[src/rtl/dmem_port_arbiter.sv]
// dmem_port_arbiter
//   Shares the single-port data memory between the CPU load/store path and an
//   external requester (loader / debug / DMA). The CPU wins by default; a
//   starvation counter forces EXT in after STARVE_LIMIT denied cycles, and a
//   locked burst lets EXT keep the port for up to MAX_BURST beats.
//
// Ports
//   clk, reset                 clock (rising edge), async active-low reset
//   cpu_req/we/addr/wdata      CPU request side
//   cpu_gnt, cpu_stall         CPU issued this cycle / CPU denied (PC hold)
//   cpu_rvalid, cpu_rdata      CPU load return, one cycle after issue
//   ext_req/we/lock/addr/wdata EXT request side (lock = keep port next beat)
//   ext_gnt                    EXT issued this cycle
//   ext_rvalid, ext_rdata      EXT read return, one cycle after issue
//   mem_addr/wdata/w_en/read_en  to dmem
//   mem_rdata                  from dmem, valid one cycle after read issue
//
// States
//   state      | meaning
//   CPU_PRI    | default: CPU first, EXT when CPU idle; counts EXT starvation
//   EXT_FORCED | EXT starved too long: EXT owns the port this cycle
//   EXT_BURST  | EXT holds the port for locked beats, up to MAX_BURST
module dmem_port_arbiter #(
    parameter int AW           = 30,
    parameter int DW           = 32,
    parameter int STARVE_LIMIT = 4,
    parameter int MAX_BURST    = 8
) (
    input  logic          clk,
    input  logic          reset,
    input  logic          cpu_req,
    input  logic          cpu_we,
    input  logic [AW-1:0] cpu_addr,
    input  logic [DW-1:0] cpu_wdata,
    output logic          cpu_gnt,
    output logic          cpu_stall,
    output logic          cpu_rvalid,
    output logic [DW-1:0] cpu_rdata,
    input  logic          ext_req,
    input  logic          ext_we,
    input  logic          ext_lock,
    input  logic [AW-1:0] ext_addr,
    input  logic [DW-1:0] ext_wdata,
    output logic          ext_gnt,
    output logic          ext_rvalid,
    output logic [DW-1:0] ext_rdata,
    output logic [AW-1:0] mem_addr,
    output logic [DW-1:0] mem_wdata,
    output logic          mem_w_en,
    output logic          mem_read_en,
    input  logic [DW-1:0] mem_rdata
);

    localparam int SW = $clog2(STARVE_LIMIT + 1);
    localparam int BW = $clog2(MAX_BURST + 1);
    localparam logic [SW-1:0] STARVE_MAX = SW'(STARVE_LIMIT);
    localparam logic [BW-1:0] BURST_MAX  = BW'(MAX_BURST);
    // A one-beat burst limit means a locked beat never needs the burst state.
    localparam logic BURST_OK = (MAX_BURST > 1);

    typedef enum logic [1:0] {
        CPU_PRI    = 2'd0,
        EXT_FORCED = 2'd1,
        EXT_BURST  = 2'd2
    } state_t;

    state_t        state, state_nxt;
    logic [SW-1:0] starve_cnt, starve_nxt;
    logic [BW-1:0] beat_cnt, beat_nxt, beat_inc;
    logic          cpu_sel, ext_sel;
    logic          rd_valid_q, rd_owner_q;

    always_ff @(posedge clk or negedge reset) begin
        if (!reset) begin
            state      <= CPU_PRI;
            starve_cnt <= '0;
            beat_cnt   <= '0;
            rd_valid_q <= 1'b0;
            rd_owner_q <= 1'b0;
        end else begin
            state      <= state_nxt;
            starve_cnt <= starve_nxt;
            beat_cnt   <= beat_nxt;
            rd_valid_q <= (cpu_sel & ~cpu_we) | (ext_sel & ~ext_we);
            rd_owner_q <= ext_sel;
        end
    end

    always_comb begin
        state_nxt  = state;
        starve_nxt = starve_cnt;
        beat_nxt   = beat_cnt;
        beat_inc   = beat_cnt + BW'(1);
        cpu_sel    = 1'b0;
        ext_sel    = 1'b0;
        case (state)
            CPU_PRI: begin
                beat_nxt = '0;
                if (cpu_req)      cpu_sel = 1'b1;
                else if (ext_req) ext_sel = 1'b1;

                if (ext_req && !ext_sel) begin
                    if (starve_cnt != STARVE_MAX) starve_nxt = starve_cnt + SW'(1);
                end else begin
                    starve_nxt = '0;
                end

                if (starve_nxt == STARVE_MAX) begin
                    state_nxt = EXT_FORCED;
                end else if (ext_sel && ext_lock && BURST_OK) begin
                    state_nxt = EXT_BURST;
                    beat_nxt  = BW'(1);
                end
            end
            EXT_FORCED: begin
                starve_nxt = '0;
                beat_nxt   = '0;
                state_nxt  = CPU_PRI;
                if (ext_req) begin
                    ext_sel = 1'b1;
                    if (ext_lock && BURST_OK) begin
                        state_nxt = EXT_BURST;
                        beat_nxt  = BW'(1);
                    end
                end else begin
                    // EXT went away while being forced in; don't waste the cycle.
                    cpu_sel = cpu_req;
                end
            end
            EXT_BURST: begin
                starve_nxt = '0;
                if (ext_req) begin
                    ext_sel  = 1'b1;
                    beat_nxt = beat_inc;
                    if (!ext_lock || beat_inc == BURST_MAX) begin
                        state_nxt = CPU_PRI;
                        beat_nxt  = '0;
                    end
                end else begin
                    cpu_sel   = cpu_req;
                    state_nxt = CPU_PRI;
                    beat_nxt  = '0;
                end
            end
            default: begin
                state_nxt  = CPU_PRI;
                starve_nxt = '0;
                beat_nxt   = '0;
            end
        endcase
    end

    // Grants are forced low while reset is held so dmem sees no access even
    // though the state register already sits in CPU_PRI. The registered read
    // tracking uses the ungated selects; those flops are held in reset anyway.
    assign cpu_gnt   = cpu_sel & reset;
    assign ext_gnt   = ext_sel & reset;
    assign cpu_stall = cpu_req & ~cpu_gnt;

    always_comb begin
        mem_addr    = '0;
        mem_wdata   = '0;
        mem_w_en    = 1'b0;
        mem_read_en = 1'b0;
        if (cpu_gnt) begin
            mem_addr    = cpu_addr;
            mem_wdata   = cpu_wdata;
            mem_w_en    = cpu_we;
            mem_read_en = ~cpu_we;
        end else if (ext_gnt) begin
            mem_addr    = ext_addr;
            mem_wdata   = ext_wdata;
            mem_w_en    = ext_we;
            mem_read_en = ~ext_we;
        end
    end

    assign cpu_rvalid = rd_valid_q & ~rd_owner_q;
    assign ext_rvalid = rd_valid_q &  rd_owner_q;
    assign cpu_rdata  = cpu_rvalid ? mem_rdata : '0;
    assign ext_rdata  = ext_rvalid ? mem_rdata : '0;

endmodule

[config.mk]
export PLATFORM = sky130hd
export DESIGN_NAME = dmem_port_arbiter
export DESIGN_NICKNAME = d
export VERILOG_FILES = /design/src/rtl/dmem_port_arbiter.sv
export SDC_FILE = /design/constraint.sdc
export NUM_CORES = 1
export LEC_CHECK = 0
export ABC_AREA = 1
export CAP_MARGIN = 20
export CORE_AREA = 5 5 110 112
export CTS_BUF_LIST = sky130_fd_sc_hd__clkbuf_4 sky130_fd_sc_hd__clkbuf_8
export CTS_CLUSTER_SIZE = 24
export DETAILED_ROUTE_END_ITERATION = 8
export DIE_AREA = 0 0 115 117
export PLACE_DENSITY = 0.73
export SETUP_SLACK_MARGIN = 0.1
export SLEW_MARGIN = 20
export SYNTH_ARGS = -nofsm -noshare
export SYNTH_HDL_FRONTEND = slang
export SYNTH_SLANG_ARGS = --single-unit
[constraint.sdc]
create_clock -name clk -period 2.5 [get_ports clk]
set_clock_uncertainty 0.05 [all_clocks]
set_input_delay 0.75 -clock clk [delete_from_list [all_inputs] [get_ports clk]]
set_output_delay 0.75 -clock clk [all_outputs]
set_load 0.03 [all_outputs]
==> impl_metrics.env, run 1 <==
export IMPL_rows=39
export IMPL_outcome="finished, violations left"
export IMPL_die_x_um=115
export IMPL_max_slew_margin_rel_pct=75.55
export IMPL_synth_cell_types=26
export IMPL_post_route_drc_count=0
export IMPL_seq_area_frac_synth_pct=11.96
export IMPL_synth_warnings=0
export IMPL_die_area_um2=13460
export IMPL_die_h_um=117
export IMPL_clkTransAtPathRegs_ps=50
export IMPL_rsz0062_at_grt="yes"
export IMPL_cts_sinks=11
export IMPL_nFillCells=966
export IMPL_syn2layout_area_growth_pct=180.1
export IMPL_crit_path_max_incr_delay_ps=360
export IMPL_cts_made_buffers=3
export IMPL_gr_total_overflow=0
export IMPL_cts_max_path_buffers=2
export IMPL_gp_congestion=0.8637
export IMPL_endpoint_kind="output port"
export IMPL_critical_path_class="register to output port"
export IMPL_dp_hpwl_um=11080
export IMPL_grt_total_usage_pct=19.34
export IMPL_wirelength_um=14560
export IMPL_multi_input_area_um2=1887
export IMPL_nets=910
export IMPL_dpl_instance_area_um2=5401
export IMPL_hold_path_class="register to register"
export IMPL_cp_start_kind="register"
export IMPL_initial_utilization_pct=20.69
export IMPL_drv_slew=0
export IMPL_dr_pass1_iters=4
export IMPL_max_vdd_ir_drop_mv=0.3471
export IMPL_violations="negative setup slack"
export IMPL_required_ps=1700
export IMPL_grt_pass1_wl_um=20490
export IMPL_power_leakage_nw=3.158
export IMPL_synth_seq_cells=11
export IMPL_maxCapViolations=0
export IMPL_fin_hold_ws_ps=509.7
export IMPL_path_buf_inv=7
export IMPL_tightest_slew_ps=365.6
export IMPL_fin_crit_sh_pct=113.4
export IMPL_worst_path_max_delay_cell="dfrtp_1"
export IMPL_dr_first_iter_drc_count=106
export IMPL_grt_max_degree=33
export IMPL_vias=3897
export IMPL_layout_setup_ws_ps=-334.3
export IMPL_antenna_found_initial=0
export IMPL_register_area_um2=275.3
export IMPL_synthesis_nets=573
export IMPL_cp_cell_sequence="inv_2 > ha_4 > inv_4 > o21ai_4 > buf_6 > nand4_4 > inv_8 > buf_12 > buf_16 > nand2_2 > o21ai_2 > buf_6"
export IMPL_wl_per_cell_um=16.53
export IMPL_setup_violations=67
export IMPL_clock_latency_ps=230
export IMPL_postCtsHoldBufs=0
export IMPL_cts_tree="built"
export IMPL_layout_drive_gt1_share_pct=42.28
export IMPL_crit_family="buffers and inverters"
export IMPL_cts_max_level=1
export IMPL_portBuffers=295
export IMPL_num_antenna_cells=0
export IMPL_ioPinCount=296
export IMPL_crit_top_cell="buf_6"
export IMPL_hold_viol_final=0
export IMPL_period_minus_slack_ps=2834
export IMPL_design_area_um2=6447
export IMPL_cts_root_buf="clkbuf_8"
export IMPL_syn_instance_count=402
export IMPL_grt_pass1_vias=4053
export IMPL_synth_avg_cell_area_um2=5.727
export IMPL_via_per_inst=4.423
export IMPL_power_density_nw_per_um2=587.9
export IMPL_synth_area_um2=2302
export IMPL_setup_tns_final_ps=-18860
export IMPL_detail_route_antenna_nets=0
export IMPL_core_um2=11130
export IMPL_cp_max_fo=8
export IMPL_arrival_ps=2030
export IMPL_timing_fmax_mhz=352.8
## repair_timing
action	in CTS	in global routing
setup buffers	15	3
endpoints found under the setup margin	85	76
pin swaps	9	5
cloned	15	1
resized for setup	109	25
## final cells by class
class | count | area share (%)
clock buffers | 4 | 0.7568
inverters | 54 | 3.571
multi-input cells | 315 | 29.26
flip-flops and latches | 11 | 4.269
well taps | 143 | 2.775
repair buffers | 354 | 59.36
## through the flow
stage / instances / setup WS, ps / power, mW / util (%)
CTS: 877 / -334.3 / 3.733 / 56.80
floorplan: 402 / 93.10 / 1.659 / -
detailed placement: 843 / -570.4 / 2.795 / 48.55
finish: 881 / -334.3 / 3.791 / 57.95
global placement: 843 / -527.9 / 2.762 / 48.55
global route: 881 / -435.9 / 4.001 / 57.95
## final timing paths
path	from	end	slack, ps	cells past startpoint
max in group asynchronous	reset	beat_cnt[1]	1620	2
setup reg to reg	state[0]	rd_valid_q	800	8
min in group asynchronous	reset	state[0]	660	2
hold reg to reg	beat_cnt[2]	beat_cnt[2]	510	3
hold / removal	beat_cnt[2]	beat_cnt[2]	510	3
setup / recovery	state[0]	mem_addr[17]	-330	12
## state kept, by name, indices dropped and copies added (netlist names)
register,flops
state,2
starve_cnt,3
rd_owner_q,1
beat_cnt,4
rd_valid_q,1
## synthesized netlist by cell type
library cell / n / area share (%)
and3_1: 1 / 0.27
buf_2: 6 / 1.3
buf_4: 5 / 1.6
buf_6: 7 / 3.4
clkbuf_1: 6 / 0.98
dfrtp_1: 11 / 12
ha_1: 8 / 4.3
inv_1: 51 / 8.3
inv_2: 2 / 0.33
inv_4: 1 / 0.27
nand2_1: 147 / 24
nand2_4: 1 / 0.49
nand3_1: 8 / 1.7
nand3_2: 4 / 1.7
nand3b_1: 1 / 0.33
nand4_4: 1 / 0.92
nor2_1: 70 / 11
nor2_2: 1 / 0.27
nor3_1: 2 / 0.43
nor3b_1: 2 / 0.65
o21ai_0: 1 / 0.22
o21ai_2: 62 / 24
o221ai_1: 1 / 0.38
o22ai_1: 1 / 0.27
xnor2_1: 1 / 0.38
xor2_1: 1 / 0.38
## power by group
group	switching (mW)	total, mW	internal [mW]
clock	0.0618	0.184	0.122
sequential	0.0174	0.222	0.204
combinational	1.76	3.38	1.62
total	1.84	3.79	1.95
## layer usage
layer / global-route usage, % / wire [um]
met3: 4.833 / 1404
met4: 7.121 / 510
met2: 36.96 / 7650
met1: 20.40 / 4993
met5: 0 / 0
## cells by family (layout without fill, tap and decap cells)
family / count (synthesis) / in the layout / share of synthesized area [%]
compound gates: 65 / 65 / 24.46
xor+xnor: 2 / 2 / 0.7610
fa+ha+maj: 8 / 8 / 4.348
buf+inv: 78 / 412 / 16.25
flops: 11 / 11 / 11.96
simple gates: 238 / 240 / 42.23
## worst register-to-register path: stages (launching register included)
cell	delay, ps
dfrtp_1	360
inv_2	60
ha_4	270
inv_4	40
o21ai_4	150
buf_4	140
nand3_4	130
bufbuf_16	320
o22ai_1	100
## layout by cell type (no fill, tap or decap), types with 2 or more instances in the layout
master	instances
o21ai_2	57
ha_1	6
nand3_4	2
dfrtp_1	11
inv_1	44
bufbuf_16	2
inv_2	3
buf_2	3
clkinvlp_4	2
nor2_1	63
buf_4	108
nor3_1	2
o21ai_4	6
nand3_2	4
nand2_4	6
nand2_1	126
nand3_1	6
clkbuf_8	3
buf_6	41
inv_4	3
nor3b_1	2
nand2_2	16
nand2_8	2
buf_12	26
clkdlybuf4s50_1	161
nor2_2	7
buf_16	11
Power figures use the tool's default switching activity.
==> run 2: changes to the inputs <==
--- a/config.mk
+++ b/config.mk
@@ -6,14 +6,13 @@
 export NUM_CORES = 1
 export LEC_CHECK = 0
 export ABC_AREA = 1
-export CAP_MARGIN = 20
-export CORE_AREA = 5 5 110 112
+export CORE_AREA = 2 2 114 116
 export CTS_BUF_LIST = sky130_fd_sc_hd__clkbuf_4 sky130_fd_sc_hd__clkbuf_8
 export CTS_CLUSTER_SIZE = 24
 export DETAILED_ROUTE_END_ITERATION = 8
-export DIE_AREA = 0 0 115 117
-export PLACE_DENSITY = 0.73
-export SETUP_SLACK_MARGIN = 0.1
+export DIE_AREA = 0 0 116 118
+export PLACE_DENSITY = 0.66
+export SETUP_SLACK_MARGIN = 0.05
 export SLEW_MARGIN = 20
 export SYNTH_ARGS = -nofsm -noshare
 export SYNTH_HDL_FRONTEND = slang
==> impl_metrics.env, run 2 (synthesized netlist as in run 1, its figures left out) <==
export IMPL_dr_first_iter_drc_count=133
export IMPL_largest_register="beat_cnt"
export IMPL_holdPathStages=3
export IMPL_dp_hpwl_um=10840
export IMPL_die_h_um=118
export IMPL_largest_reg_flops=4
export IMPL_worst_path_max_delay_cell="dfrtp_1"
export IMPL_tightest_slew_ps=373.5
export IMPL_wirelength_um=15560
export IMPL_required_ps=1700
export IMPL_hold_path_class="register to register"
export IMPL_max_vdd_ir_drop_mv=0.2804
export IMPL_crit_family="buffers and inverters"
export IMPL_cp_start_kind="register"
export IMPL_dpl_cell_count=874
export IMPL_die_area_um2=13690
export IMPL_power_density_nw_per_um2=589.2
export IMPL_gr_total_overflow=0
export IMPL_maxCapViolations=0
export IMPL_outcome="finished, violations left"
export IMPL_postCtsHoldBufs=0
export IMPL_arrival_ps=2000
export IMPL_drv_slew=0
export IMPL_grt_pass1_vias=3982
export IMPL_power_leakage_nw=3.402
export IMPL_syn2layout_area_growth_pct=212.5
export IMPL_min_delay_start="beat_cnt[2]"
export IMPL_wl_met3_um=1274
export IMPL_cts_root_buf="clkbuf_8"
export IMPL_r2r_end="rd_valid_q"
export IMPL_grt_max_degree=33
export IMPL_period_minus_slack_ps=2797
export IMPL_critical_path_class="register to output port"
export IMPL_min_to="beat_cnt[2]"
export IMPL_timing_fmax_mhz=357.5
export IMPL_path_buf_inv=6
export IMPL_wl_per_cell_um=16.87
export IMPL_fin_crit_sh_pct=111.9
export IMPL_detail_route_antenna_nets=0
export IMPL_cts_tree="built"
export IMPL_violations="negative setup slack"
export IMPL_cp_cell_sequence="inv_2 > ha_4 > inv_4 > o21ai_4 > buf_6 > nand3_4 > clkbuf_16 > clkbuf_16 > nand2_2 > o21ai_2 > buf_6"
export IMPL_reg_largest_list="beat_cnt: 4 flops, starve_cnt: 3 flops, state: 2 flops"
export IMPL_fin_cells=922
export IMPL_nets=921
export IMPL_cts_max_level=1
export IMPL_layout_drive_gt1_share_pct=50.33
export IMPL_gp_congestion=0.8708
export IMPL_initial_utilization_pct=18.54
export IMPL_clkTransAtPathRegs_ps=60
export IMPL_cts_sinks=11
export IMPL_rsz0062_at_grt="yes"
export IMPL_grt_pass1_wl_um=20680
export IMPL_die_x_um=116
export IMPL_via_per_inst=4.374
export IMPL_hold_viol_final=0
export IMPL_layout_setup_ws_ps=-296.9
export IMPL_endpoint_kind="output port"
export IMPL_dr_wl_met2_um=8484
export IMPL_max_slew_margin_rel_pct=75.02
export IMPL_cts_max_path_buffers=2
export IMPL_wl_met1_um=5481
export IMPL_r2r_cells=10
export IMPL_rows=41
export IMPL_finalPower_mw=4.239
export IMPL_crit_path_max_incr_delay_ps=370
export IMPL_setup_violations=67
export IMPL_portBuffers=295
export IMPL_grt_total_usage_pct=19.18
export IMPL_dr_pass1_iters=4
export IMPL_critPathLaunch="state[0]"
export IMPL_core_um2=12410
export IMPL_ioPinCount=296
export IMPL_top_layer="met4"
export IMPL_rr_startpoint="state[0]"
export IMPL_vias=4033
export IMPL_cts_made_buffers=3
export IMPL_cp_max_fo=5
export IMPL_clock_latency_ps=240
export IMPL_post_route_drc_count=0
export IMPL_antenna_found_initial=1
export IMPL_layout_common_cells="clkdlybuf4s50_1, buf_4, buf_6, nor2_1, nand2_1"
export IMPL_setup_tns_final_ps=-16960
export IMPL_r2r_slack_ps=660
export IMPL_layout_commonest_cell="clkdlybuf4s50_1"
run 2: worst min-delay path, delay by kind of cell, from the launching register on:
family                    cells  cell delay, ps
DFF                           1             360
xor gates and xnor gates      1              90
buffers and inverters         1              50
and+or+nand+nor               1              30
run 2: through the flow:
| stage | util (%) | cell area (um^2) | setup WS (ps) | hold slack, ps |
|---|---|---|---|---|
| 2_1_floorplan | - | 2306 | 55.06 | 404.4 |
| 3_3_place_gp | 43.56 | 5408 | -583.4 | 487.6 |
| 3_5_place_dp | 43.56 | 5408 | -590.9 | 513.6 |
| 4_1_cts | 51.56 | 6401 | -278.3 | 524.1 |
| 5_1_grt | 57.95 | 7194 | -362.9 | 565.0 |
| 6_report | 57.95 | 7194 | -296.9 | 519.5 |
run 2: per-layer routing:
metal | GRT usage (%) | vias up
li1 | - | 1937
met1 | 20.11 | 1860
met2 | 38.56 | 214
met3 | 3.399 | 22
met5 | 0 | -
met4 | 3.943 | 0
run 2: timing repair:
action,4_1_cts,5_1_grt
setup buffers,16,6
setup endpoints to repair,101,71
gates cloned,8,13
pin swaps,45,26
resized for setup,166,116
run 2: how the worst max path moves through the flow:
stage / to / slack (ps) / cells past startpoint
3_5_place_dp: mem_addr[2] / -590 / 8
5_1_grt: mem_addr[7] / -360 / 11
3_3_place_gp: mem_addr[2] / -580 / 8
6_report: mem_addr[7] / -300 / 11
4_1_cts: mem_addr[28] / -280 / 11
2_1_floorplan: mem_addr[29] / 60 / 6
run 2: area by class of cell:
class                   instances  area, um^2
clock buffers                   4       48.80
fillers                      1067        5220
diodes                          1       2.502
repair inverters                2       18.77
multi-input cells             313        2397
flip-flops and latches         11       275.3
inverters                      54       230.2
repair buffers                365        4006
well taps                     172       215.2
run 2: power by group:
| group | internal (mW) | switching (mW) |
|---|---|---|
| Clock | 0.123 | 0.0670 |
| Combinational | 1.79 | 2.03 |
| Sequential | 0.204 | 0.0199 |
| Total | 2.12 | 2.12 |
